<file path="src/rtl/character_mover_pkg.sv">
`default_nettype none
// ============================================================================
//  Module   : pacman_pkg
//  Brief    : Shared codes and constants for the character motion sequencer:
//             direction codes, character type codes, FSM state encoding and
//             default playfield limits.
//  Revision : 1.0  initial release
// ============================================================================
package pacman_pkg;

    // Direction codes as packed into dir_in, two bits per character
    localparam logic [1:0] DIR_UP    = 2'b00;
    localparam logic [1:0] DIR_DOWN  = 2'b01;
    localparam logic [1:0] DIR_LEFT  = 2'b10;
    localparam logic [1:0] DIR_RIGHT = 2'b11;

    // Register-file character select codes, in sequencing order
    localparam logic [2:0] CHAR_PACMAN = 3'd0;
    localparam logic [2:0] CHAR_GHOST1 = 3'd1;
    localparam logic [2:0] CHAR_GHOST2 = 3'd2;
    localparam logic [2:0] CHAR_GHOST3 = 3'd3;
    localparam logic [2:0] CHAR_GHOST4 = 3'd4;

    // Default playfield limits (largest legal pixel on each axis)
    localparam int DEF_X_MAX = 159;
    localparam int DEF_Y_MAX = 119;

    // Sequencer states
    typedef enum logic [2:0] {
        ST_IDLE  = 3'd0,
        ST_RD    = 3'd1,
        ST_RDW   = 3'd2,
        ST_PROBE = 3'd3,
        ST_CHK   = 3'd4,
        ST_WR    = 3'd5,
        ST_NXT   = 3'd6,
        ST_DONE  = 3'd7
    } mover_state_t;

endpackage
`default_nettype wire

</file>
<file path="src/rtl/character_mover_if.sv">
`default_nettype none
// ============================================================================
//  Module   : character_mover_if
//  Brief    : Bundle of the sequencer's control, register-file and wall-map
//             signals. The master modport is the mover's view; the slave
//             modport is the environment (register file, wall map, frame
//             controller).
//  Revision : 1.0  initial release
// ============================================================================
interface character_mover_if #(
    parameter int NUM_CHARS = 5
);
    logic                   start;
    logic [2*NUM_CHARS-1:0] dir_in;
    logic [NUM_CHARS-1:0]   move_en;
    logic [7:0]             x_out;
    logic [7:0]             y_out;
    logic [7:0]             x_in;
    logic [7:0]             y_in;
    logic [2:0]             character_type;
    logic                   readwrite;
    logic [7:0]             map_x;
    logic [7:0]             map_y;
    logic                   map_req;
    logic                   map_is_wall;
    logic                   busy;
    logic                   done;
    logic [NUM_CHARS-1:0]   blocked;
    logic                   ghost_hit;

    modport master (
        input  start, dir_in, move_en, x_out, y_out, map_is_wall,
        output x_in, y_in, character_type, readwrite, map_x, map_y, map_req,
               busy, done, blocked, ghost_hit
    );

    modport slave (
        output start, dir_in, move_en, x_out, y_out, map_is_wall,
        input  x_in, y_in, character_type, readwrite, map_x, map_y, map_req,
               busy, done, blocked, ghost_hit
    );
endinterface
`default_nettype wire

</file>
<file path="src/rtl/character_mover_next_pos_calc.sv">
`default_nettype none
// ============================================================================
//  Module   : next_pos_calc
//  Brief    : Combinational one-step move with wrap-around at the playfield
//             edges. Only the axis selected by dir changes; 9-bit
//             intermediates keep out-of-range stored coordinates exact.
//  Revision : 1.0  initial release
// ============================================================================
module next_pos_calc
    import pacman_pkg::*;
#(
    parameter int STEP  = 1,
    parameter int X_MAX = DEF_X_MAX,
    parameter int Y_MAX = DEF_Y_MAX
) (
    input  wire logic [7:0] cur_x,
    input  wire logic [7:0] cur_y,
    input  wire logic [1:0] dir,
    output logic      [7:0] cand_x,
    output logic      [7:0] cand_y
);

    localparam logic [8:0] c_STEP   = 9'(STEP);
    localparam logic [8:0] c_X_MAX  = 9'(X_MAX);
    localparam logic [8:0] c_Y_MAX  = 9'(Y_MAX);
    localparam logic [8:0] c_X_SPAN = 9'(X_MAX + 1);
    localparam logic [8:0] c_Y_SPAN = 9'(Y_MAX + 1);

    logic [8:0] w_x9;
    logic [8:0] w_y9;
    logic [8:0] w_nx;
    logic [8:0] w_ny;

    // Step the selected axis, wrapping to the opposite edge when it leaves the field
    always_comb begin
        w_x9 = {1'b0, cur_x};
        w_y9 = {1'b0, cur_y};
        w_nx = w_x9;
        w_ny = w_y9;
        case (dir)
            DIR_UP:    w_ny = (w_y9 < c_STEP) ? (w_y9 + c_Y_SPAN - c_STEP) : (w_y9 - c_STEP);
            DIR_DOWN:  w_ny = ((w_y9 + c_STEP) > c_Y_MAX) ? (w_y9 + c_STEP - c_Y_SPAN) : (w_y9 + c_STEP);
            DIR_LEFT:  w_nx = (w_x9 < c_STEP) ? (w_x9 + c_X_SPAN - c_STEP) : (w_x9 - c_STEP);
            default:   w_nx = ((w_x9 + c_STEP) > c_X_MAX) ? (w_x9 + c_STEP - c_X_SPAN) : (w_x9 + c_STEP);
        endcase
    end

    assign cand_x = w_nx[7:0];
    assign cand_y = w_ny[7:0];

endmodule
`default_nettype wire

</file>
<file path="src/rtl/character_mover.sv">
`default_nettype none
// ============================================================================
//  Module   : character_mover
//  Brief    : Per-frame motion sequencer. On each start tick it reads every
//             character's coordinates from the register file, computes a
//             one-step move, probes the wall map and writes back legal moves.
//             Optional build macro COLLISION_DETECT_EN enables the ghost/Pacman
//             overlap flag on ghost_hit; otherwise ghost_hit is tied low.
//  Revision : 1.0  initial release
// ============================================================================
module character_mover
    import pacman_pkg::*;
#(
    parameter int NUM_CHARS = 5,
    parameter int STEP      = 1,
    parameter int X_MAX     = DEF_X_MAX,
    parameter int Y_MAX     = DEF_Y_MAX
) (
    input  wire logic         clock_50,
    input  wire logic         reset,
    character_mover_if.master bus
);

    localparam logic [2:0] c_LAST = 3'(NUM_CHARS - 1);

    mover_state_t         r_state;
    mover_state_t         w_next;
    logic [2:0]           r_idx;
    logic [7:0]           r_cur_x;
    logic [7:0]           r_cur_y;
    logic [1:0]           r_dir;
    logic                 r_men;
    logic                 r_busy;
    logic [NUM_CHARS-1:0] r_blk_frame;
    logic [NUM_CHARS-1:0] r_blocked;
    logic [7:0]           w_cand_x;
    logic [7:0]           w_cand_y;

    next_pos_calc #(
        .STEP  (STEP),
        .X_MAX (X_MAX),
        .Y_MAX (Y_MAX)
    ) u_next_pos (
        .cur_x  (r_cur_x),
        .cur_y  (r_cur_y),
        .dir    (r_dir),
        .cand_x (w_cand_x),
        .cand_y (w_cand_y)
    );

    // State register; reset aborts any frame in flight
    always_ff @(posedge clock_50) begin
        if (reset) r_state <= ST_IDLE;
        else       r_state <= w_next;
    end

    // Next-state decode; start is only honoured in IDLE
    always_comb begin
        w_next = r_state;
        case (r_state)
            ST_IDLE:  if (bus.start) w_next = ST_RD;
            ST_RD:    w_next = ST_RDW;
            ST_RDW:   w_next = ST_PROBE;
            ST_PROBE: w_next = ST_CHK;
            ST_CHK:   w_next = (!r_men || bus.map_is_wall) ? ST_NXT : ST_WR;
            ST_WR:    w_next = ST_NXT;
            ST_NXT:   w_next = (r_idx == c_LAST) ? ST_DONE : ST_RD;
            ST_DONE:  w_next = ST_IDLE;
            default:  w_next = ST_IDLE;
        endcase
    end

    // Sequencer datapath: index, latched coordinates/direction, busy and blocked flags
    always_ff @(posedge clock_50) begin
        if (reset) begin
            r_idx       <= 3'd0;
            r_cur_x     <= 8'd0;
            r_cur_y     <= 8'd0;
            r_dir       <= DIR_UP;
            r_men       <= 1'b0;
            r_busy      <= 1'b0;
            r_blk_frame <= '0;
            r_blocked   <= '0;
        end else begin
            case (r_state)
                ST_IDLE: begin
                    if (bus.start) begin
                        r_idx       <= 3'd0;
                        r_busy      <= 1'b1;
                        r_blk_frame <= '0;
                    end
                end
                ST_RDW: begin
                    r_cur_x <= bus.x_out;
                    r_cur_y <= bus.y_out;
                    r_dir   <= bus.dir_in[{r_idx, 1'b0} +: 2];
                    r_men   <= bus.move_en[r_idx];
                end
                ST_CHK: begin
                    if (r_men && bus.map_is_wall) r_blk_frame[r_idx] <= 1'b1;
                end
                ST_NXT: begin
                    if (r_idx != c_LAST) r_idx <= r_idx + 3'd1;
                end
                ST_DONE: begin
                    r_blocked <= r_blk_frame;
                    r_busy    <= 1'b0;
                end
                default: ;
            endcase
        end
    end

    // Bus drive per state; idle default is a harmless Pacman read
    always_comb begin
        bus.character_type = CHAR_PACMAN;
        bus.readwrite      = 1'b0;
        bus.x_in           = 8'd0;
        bus.y_in           = 8'd0;
        bus.map_x          = 8'd0;
        bus.map_y          = 8'd0;
        bus.map_req        = 1'b0;
        bus.done           = 1'b0;
        case (r_state)
            ST_RD: begin
                bus.character_type = r_idx;
            end
            ST_PROBE: begin
                bus.map_x   = w_cand_x;
                bus.map_y   = w_cand_y;
                bus.map_req = 1'b1;
            end
            ST_WR: begin
                bus.readwrite      = 1'b1;
                bus.character_type = r_idx;
                bus.x_in           = w_cand_x;
                bus.y_in           = w_cand_y;
            end
            ST_DONE: begin
                bus.done = 1'b1;
            end
            default: ;
        endcase
    end

    assign bus.busy    = r_busy;
    assign bus.blocked = r_blocked;

`ifdef COLLISION_DETECT_EN
    logic [7:0] r_pac_x;
    logic [7:0] r_pac_y;
    logic       r_hit;
    logic       w_moves;
    logic [7:0] w_fin_x;
    logic [7:0] w_fin_y;

    // Final position of the character being checked: the candidate if it will be written
    assign w_moves = r_men && !bus.map_is_wall;
    assign w_fin_x = w_moves ? w_cand_x : r_cur_x;
    assign w_fin_y = w_moves ? w_cand_y : r_cur_y;

    // Capture Pacman's final spot, then flag any ghost ending on it; flag clears per frame
    always_ff @(posedge clock_50) begin
        if (reset) begin
            r_pac_x <= 8'd0;
            r_pac_y <= 8'd0;
            r_hit   <= 1'b0;
        end else if (r_state == ST_IDLE && bus.start) begin
            r_hit <= 1'b0;
        end else if (r_state == ST_CHK) begin
            if (r_idx == CHAR_PACMAN) begin
                r_pac_x <= w_fin_x;
                r_pac_y <= w_fin_y;
            end else if (w_fin_x == r_pac_x && w_fin_y == r_pac_y) begin
                r_hit <= 1'b1;
            end
        end
    end

    assign bus.ghost_hit = (r_state == ST_DONE) && r_hit;
`else
    assign bus.ghost_hit = 1'b0;
`endif

endmodule
`default_nettype wire

</file>
<file path="src/flat_wrapper.sv">
// flat-port wrapper written by rule: the top's interface ports become plain ports
module character_mover_flat import pacman_pkg::*;
#(
    parameter int NUM_CHARS = 5,
    parameter int STEP      = 1,
    parameter int X_MAX     = DEF_X_MAX,
    parameter int Y_MAX     = DEF_Y_MAX
)
  (clock_50, reset, bus_start, bus_dir_in, bus_move_en, bus_x_out, bus_y_out, bus_map_is_wall, bus_x_in, bus_y_in, bus_character_type, bus_readwrite, bus_map_x, bus_map_y, bus_map_req, bus_busy, bus_done, bus_blocked, bus_ghost_hit);
  character_mover_if #(.NUM_CHARS(NUM_CHARS)) bus_i ();
  input  wire logic clock_50;
  input  wire logic reset;
  input wire logic [$bits(bus_i.start)-1:0] bus_start;
  input wire logic [$bits(bus_i.dir_in)-1:0] bus_dir_in;
  input wire logic [$bits(bus_i.move_en)-1:0] bus_move_en;
  input wire logic [$bits(bus_i.x_out)-1:0] bus_x_out;
  input wire logic [$bits(bus_i.y_out)-1:0] bus_y_out;
  input wire logic [$bits(bus_i.map_is_wall)-1:0] bus_map_is_wall;
  output wire logic [$bits(bus_i.x_in)-1:0] bus_x_in;
  output wire logic [$bits(bus_i.y_in)-1:0] bus_y_in;
  output wire logic [$bits(bus_i.character_type)-1:0] bus_character_type;
  output wire logic [$bits(bus_i.readwrite)-1:0] bus_readwrite;
  output wire logic [$bits(bus_i.map_x)-1:0] bus_map_x;
  output wire logic [$bits(bus_i.map_y)-1:0] bus_map_y;
  output wire logic [$bits(bus_i.map_req)-1:0] bus_map_req;
  output wire logic [$bits(bus_i.busy)-1:0] bus_busy;
  output wire logic [$bits(bus_i.done)-1:0] bus_done;
  output wire logic [$bits(bus_i.blocked)-1:0] bus_blocked;
  output wire logic [$bits(bus_i.ghost_hit)-1:0] bus_ghost_hit;
  assign bus_i.start = bus_start;
  assign bus_i.dir_in = bus_dir_in;
  assign bus_i.move_en = bus_move_en;
  assign bus_i.x_out = bus_x_out;
  assign bus_i.y_out = bus_y_out;
  assign bus_i.map_is_wall = bus_map_is_wall;
  assign bus_x_in = bus_i.x_in;
  assign bus_y_in = bus_i.y_in;
  assign bus_character_type = bus_i.character_type;
  assign bus_readwrite = bus_i.readwrite;
  assign bus_map_x = bus_i.map_x;
  assign bus_map_y = bus_i.map_y;
  assign bus_map_req = bus_i.map_req;
  assign bus_busy = bus_i.busy;
  assign bus_done = bus_i.done;
  assign bus_blocked = bus_i.blocked;
  assign bus_ghost_hit = bus_i.ghost_hit;
  character_mover #(.NUM_CHARS(NUM_CHARS), .STEP(STEP), .X_MAX(X_MAX), .Y_MAX(Y_MAX)) u_core (.clock_50(clock_50), .reset(reset), .bus(bus_i));
endmodule
</file>
<file path="config.mk">
export PLATFORM = sky130hd
export DESIGN_NAME = character_mover_flat
export DESIGN_NICKNAME = d
export VERILOG_FILES = /design/src/rtl/character_mover_pkg.sv /design/src/rtl/character_mover_if.sv /design/src/rtl/character_mover_next_pos_calc.sv /design/src/rtl/character_mover.sv /design/src/flat_wrapper.sv
export SDC_FILE = /design/constraint.sdc
export NUM_CORES = 1
export LEC_CHECK = 0
export CAP_MARGIN = 10
export CORE_MARGIN = 2
export CORE_UTILIZATION = 54
export CTS_CLUSTER_DIAMETER = 50
export CTS_CLUSTER_SIZE = 14
export DETAILED_ROUTE_END_ITERATION = 8
export GPL_ROUTABILITY_DRIVEN = 0
export GPL_TIMING_DRIVEN = 0
export PLACE_DENSITY = 0.87
export SETUP_SLACK_MARGIN = 0.3
export SLEW_MARGIN = 25
export SYNTH_ARGS = -nofsm -noshare
export SYNTH_HDL_FRONTEND = slang
export SYNTH_SLANG_ARGS = --single-unit
</file>
<file path="constraint.sdc">
create_clock -name clock_50 -period 4.7 [get_ports clock_50]
set_input_delay 0.94 -clock clock_50 [delete_from_list [all_inputs] [get_ports clock_50]]
set_output_delay 0.94 -clock clock_50 [all_outputs]
set_load 0.01 [all_outputs]
</file>
Yosys cells after proc, flatten, opt, wreduce, memory -nomap -nowiden. Index checks and enable logic that the tools add are counted.

Order comparisons: 6. Multipliers: 0. Div/mod/pow operators: 0. Bitwise operators: 1. Reductions and logical operators: 14. $add $sub $neg: 11. Shifts and indexed selects: 1. Mux-type cells: 30. Eq/ne operators: 14.

Operators with widths (number): $mux W8 (8); $pmux W8 S2 (2); $sub A8 B1 Y8 const B (4); $pmux W3 S8 (1); $add A8 B1 Y9 const B (2); $lt A8 B1 Y1 const B (2); $eq A3 B3 Y1 const B (5); $mux W3 (5); $mux W5 (2); $pmux W5 S2 (1); $shiftx A10 B5 Y2 (1); $gt A9 B7 Y1 const B (1); $gt A9 B8 Y1 const B (1); $add A8 B7 Y8 const B (1); $add A8 B8 Y8 const B (1); $sub A8 B7 Y8 const B (1); $sub A8 B8 Y8 const B (1); $eq A3 B2 Y1 const B (2); $mux W1 (6); $pmux W3 S2 (1); $reduce_and A3 Y1 (2); $reduce_bool A2 Y1 (3); $or A5 B5 Y5 (1); $lt A3 B4 Y1 const B (1); other kinds (19) (22).

Register bits: 36. Memory bits (read-only): 0. Input port bits: 35. Bits in writable memories: 0. Memories: 0. Word-level logic and storage cells: 86. Output and inout port bits: 45. Latch bits: 0.

Depth between registers and ports, before layout.
Depth in word-level cells: 7. Depth in mapped cells: 11. Gate-level depth less buffers: 11.

Cells and area by module. Synthesis repeated with hierarchy kept, for this count alone.

Cell total of the unflattened synthesis: 428. Area, all modules: 3123.0 um2.

By module, submodules not included: character_mover (sequential area each 720.7 um2, instances 1, cells an instance 232, area an instance 1836.8 um2); next_pos_calc (sequential area each 0.0 um2, instances 1, cells an instance 196, area an instance 1286.2 um2).

Worst setup path after synthesis. OpenSTA, ideal clock, no wires.

Path kind: reg-to-output. Start point: reg u_core.r_cur_x[1]. End point: out bus_map_x[5]. Buffers on the path: 0. Data arrival time: 2.667 ns. Setup slack: 1.093 ns. Cell stages (with the launch flop): 12. Required time: 3.760 ns. Cells stage by stage: dfxtp_1 > ha_1 > and4_1 > nand2_1 > xor2_1 > ha_1 > nand2_1 > nor4_1 > nor2_1 > a31oi_1 > a21oi_1 > nor4b_1.

Longest elaborated chain between the ends: 5. Elaborated cells between the ends (all ways): 11. Classes of those cells: add/sub: 5; order compare: 2; mux: 4.

Ends and longest elaborated chain: from (decl) (RTL line character_mover.sv:29) `logic [7:0] r_cur_x;`; from (signal assigned) (RTL line character_mover.sv:94) `r_cur_x <= bus.x_out;`; $add A8 B1 Y9 or $add A8 B8 Y8 (tied branches) (RTL line character_mover_next_pos_calc.sv:44, character_mover_next_pos_calc.sv:43); $sub A8 B8 Y8, or another cell as far along (RTL line character_mover_next_pos_calc.sv:44) `default: w_nx = ((w_x9 + c_STEP) > c_X_MAX) ? (w_x9 + c_STEP - c_X_SPAN) : (w_x9 + c_STEP);`; $mux W8, on equally long branches (RTL line character_mover_next_pos_calc.sv:44, character_mover_next_pos_calc.sv:43); $pmux W8 S2 (*) (RTL line character_mover_next_pos_calc.sv:40) `case (dir)`; $mux W8 (*) (RTL line character_mover.sv:124) `case (r_state)`; to (decl) (RTL line flat_wrapper.sv:23) `output wire logic [$bits(bus_i.map_x)-1:0] bus_map_x;`.

Mark *: on every way between the ends. The rest lies on a longest branch, timed or not.

Worst setup path in the final report.
Start point: reg u_core.r_cur_x[0]. End point: out bus_map_x[5].

Same word-level chain as after synthesis.

==> results.md <==
Setup path:
- Measured in cells, the most critical reg-to-reg path has a length of 9.
- Across all register-to-register paths, the minimum setup slack is 2590 ps.
- The slowest stage of the critical path is the clkdlybuf4s50_1 cell.
- The critical path goes through buf_2 > nand2_1 > nor2_1 > xnor2_2 > ha_1 > nand2_1 > nor4_1 > nor2_1 > a31oi_2 > a21oi_1 > nor4b_1 > clkdlybuf4s50_1.
- STA classifies the critical path startpoint as a register.
- The arrival time of data at the critical path endpoint is 3300 ps.
- The worst register-to-register path begins at u_core.r_idx[0].
- The worst setup path category is reg -> out.
- The worst flop-to-flop path endpoint is u_core.r_idx[2].
- The number of buffer and inverter instances along the worst setup path is 2.
- At the worst endpoint, the required time is 3760 ps.
- The worst setup path is captured at a primary output.
- The largest stage delay on the critical path is 590 ps.
- The largest fanout on the critical path is 8.
- The family with the most delay on the worst path is simple AND/OR/NAND/NOR gates.

Drt:
- The total vias in the final route is 3680.
- Detailed routing placed a total of 639 µm of wire on met3.
- The first TritonRoute pass finished after 5 iterations.
- In this run, the number of DRC markers left after iteration 0 of detailed routing was 339.
- The remaining routing DRC violations is 0.
- The detailed-route wire length on metal 1 is 3920 µm.
- The routed via count divided by cell count is 5.95.
- The topmost layer with routed signal wires is met4.
- The aggregate routed wire length is 9520 µm.
- The met2 routed wirelength is 4750 µm.
- The average detailed-routed wire length per instance is 15.4 µm.
- The residual antenna-violating net count after detailed routing is 0.

Power:
- In this run the power density over the cells is 247 mW/mm².
- The static leakage is 1.66 nW.
- The reported net switching power is 0.398 mW.
- Per report_power, the combinational group accounts for 41.9% of the total.
- The internal power of the cells totals 0.670 mW.
- Net switching is 37.3% of the power.
- In this run, flip-flops and latches consume 32.7% of the power.
- IR analysis of the VDD net gives a maximum drop of 0.000264 V.
- The share of total power in the clock network is 25.3%.

Timing:
- Static timing analysis puts the maximum clock frequency at 236 MHz.
- Setup violations remaining at the end of the flow were counted as 0.
- Setup repair after global routing left no endpoint under its margin.
- Between clock sinks in the finished design, the worst skew comes to 7.68 ps.
- Setup total negative slack on the finished layout was measured at 0 ps.
- The transition at the pin with the smallest max-transition slack is 871 ps.
- The total count of hold-check failures in the final report is 0.
- The final max-slew violation count is 0.
- The worst path uses 90.2% of the clock period.
- The final period demand of the worst path is 4240 ps.
- In this run the tightest slew margin relative to its limit is 41.0%.

Placement:
- Input and output buffers added on the ports amount to 78.
- The detailed-placement wirelength estimate is 7140 µm.
- Summing all placed instances gives a cell area of 0.00408 mm².

Clock network:
- The cell at the root of the clock tree is clkbuf_8.
- The total of hold buffers inserted after clock tree synthesis is 0.
- The total number of clock tree sinks is 36.
- TritonCTS built the clock tree.
- The clock tree buffer depth is 2.
- The H-tree generated during clock tree synthesis spans 2 levels.
- The clock transition at the registers of the reported paths is 80 ps.
- Clock tree synthesis inserted a total of 5 buffers.
- At the later pin of the worst-skew pair, clock insertion delay measures 290 ps.

Synthesis:
- Of the post-synthesis cell area, the dominant cell type holds 22.5%.
- The synthesized netlist net count is 502.
- Summing the areas of all fa, ha and maj instances in the mapped netlist gives 4.30% of the synthesized area.
- The multiplexer share of the synthesized area is 5.51%.
- Counting flops with an async set or reset pin after synthesis yields a share of 0%.
- After synthesis, the largest family of logic cells by area is simple AND/OR/NAND/NOR gates.
- After synthesis, flip-flops and latches occupy 22.5% of the total area.
- The unique cell type count in the Yosys netlist is 67.
- Synthesis inferred 36 register bits.
- The synthesized netlist devotes 19.0% of its cell area to compound gates.
- Yosys mapped a number of flops with a built-in enable equal to 0.
- The post-synthesis cell count is 456.
- During synthesis, Yosys emitted a total of 0 warnings.
- Summing the areas of all and, or, nand and nor instances in the mapped netlist gives 35.8% of the synthesized area.
- The synthesized design spends more area on one cell type than any other, namely dfxtp_1.
- After synthesis, the most frequently instantiated cells are 67 x nand2_1, 67 x nor2_1, 36 x dfxtp_1, 32 x a21oi_1, 21 x clkbuf_1.
- The synthesized area is 0.00320 mm².
- The flip-flop cell with the highest count after synthesis is dfxtp_1.
- After Yosys synthesis, XOR and XNOR cells account for 5.47% of the synthesized area.
- After synthesis, the cell types taking the most area are dfxtp_1 22%, nand2_1 7.8%, nor2_1 7.8%.
- A synthesized cell averages 7.03 µm².

Final layout:
- Of the cells placed in the final design, the portion with a size suffix greater than 1 is 9.76%.
- The final-stage net count is 588.
- The number of inserted diodes is 0.
- Relative to the synthesized area, the layout overhead comes to 34.7%.
- The final cell area excluding filler cells is 0.00432 mm².

Global routing:
- The number of global-route vias before repair is 3388.
- The wire length of the first global-routing pass is 15200 µm.
- The total track usage is 29.1%.
- The initial antenna violation count is 0.
- Entering global routing, the biggest net connects 13 pins.
- The residual overflow from global routing is 0.

Die:
- The die is 81.0 µm tall.
- After floorplanning, the core was divided into 28 placement rows.
- The initial core utilization is 55.1%.
- The width of the chip is 81.0 µm.
- The number of top-level pins is 80.
- The die outline area is 0.00657 mm².
- The placeable core area is 0.00582 mm².

Run status:
- The run finished with clean final reports.

Hold path:
- The worst hold-check path type is reg -> reg.
- The end point of the most critical hold path is u_core.r_blk_frame[4].
- Along the worst hold path, the cell count comes to 2.
- In this run the most critical hold path is launched from u_core.r_blk_frame[4].

Job:
- Max-cap violations in this run came to 0.
[area by class of cell]
| type | count | area [µm²] |
|---|---|---|
| Multi-Input combinational cell | 365 | 2340 |
| Sequential cell | 36 | 727 |
| Tap cell | 75 | 93.8 |
| Clock inverter | 3 | 42.5 |
| Timing Repair Buffer | 79 | 798 |
| Buffer | 37 | 173 |
| Clock buffer | 5 | 68.8 |
| Inverter | 18 | 67.6 |
| Fill cell | 468 | 1500 |
[registers in the layout, indices dropped and copies added (netlist names)]
register            cells
u_core.bus.blocked      5
u_core.bus.busy         1
u_core.r_blk_frame      5
u_core.r_cur_x          8
u_core.r_cur_y          8
u_core.r_dir            2
u_core.r_idx            3
u_core.r_men            1
u_core.r_state          3
[layout by cell type (no fill, tap or decap), types with 7 or more instances in the layout]
master,n
dfxtp_1,33
xor2_1,7
nand2_1,67
clkdlybuf4s50_1,74
a21oi_1,32
a31oi_1,9
mux2i_1,12
xnor2_1,9
nand3_1,11
ha_1,10
inv_1,18
clkbuf_1,21
nor3_1,17
o21ai_0,13
nor2_1,67
[what timing repair did]
action / 4_1_cts / 5_1_grt
resized for setup: 5 / 21
setup buffers: 1 / 0
pin swaps: 0 / 1
setup endpoints to repair: 5 / 8
[per-layer routing]
metal | global-route usage, % | up-vias
met4 | 10.5 | 0
met1 | 35.4 | 1681
met2 | 52.8 | 196
met3 | 3.22 | 22
met5 | 0 | -
li1 | - | 1781
[worst max path at each step]
stage / slack, ps / start / cells after the start / endpoint
final: 460 / u_core.r_cur_x[0] / 12 / bus_map_x[5]
after global routing: 300 / u_core.r_cur_y[1] / 12 / bus_y_in[3]
after CTS: 340 / u_core.r_cur_y[2] / 12 / bus_y_in[3]
after detailed placement: 180 / u_core.r_cur_x[1] / 12 / bus_x_in[5]
after global placement: 340 / u_core.r_cur_x[1] / 12 / bus_x_in[5]
after floorplan: 1090 / u_core.r_cur_x[1] / 11 / bus_map_x[5]
[power groups by stage]
stage / Combinational [mW] / Clock [mW] / Sequential, mW
floorplan: 0.301 / 0 / 0.349
global placement: 0.410 / 0 / 0.353
detailed placement: 0.424 / 0 / 0.354
CTS: 0.429 / 0.275 / 0.348
global route: 0.489 / 0.289 / 0.352
finish: 0.448 / 0.270 / 0.350
[worst register-to-register path, stage by stage, from the launching register on]
cell and delay, ps:
dfxtp_1 440, clkbuf_1 370, inv_1 180, ha_1 240
nand2_1 110, a31oi_1 110, nor2_1 260, nand2_1 110
xor2_1 150, nor2_1 50
[logic make-up after synthesis]
kind of cell,Yosys count
other,1
and+or+nand+nor,224
DFF,36
AOI/OAI and AO/OA,93
muxes,16
xor gates and xnor gates,20
adders and majority gates,11
buffers and inverters,55
[stage by stage]
stage	total power [mW]	util, %	hold WS [ps]	setup slack, ps	std cells
finish	1.07	74.2	491	459	618
global route	1.13	74.2	507	299	618
CTS	1.05	72.6	489	336	618
detailed placement	0.778	70.1	464	183	609
global placement	0.763	70.1	461	345	609
floorplan	0.650	-	436	1090	456
Note: power is estimated with default switching activity, not from simulation.
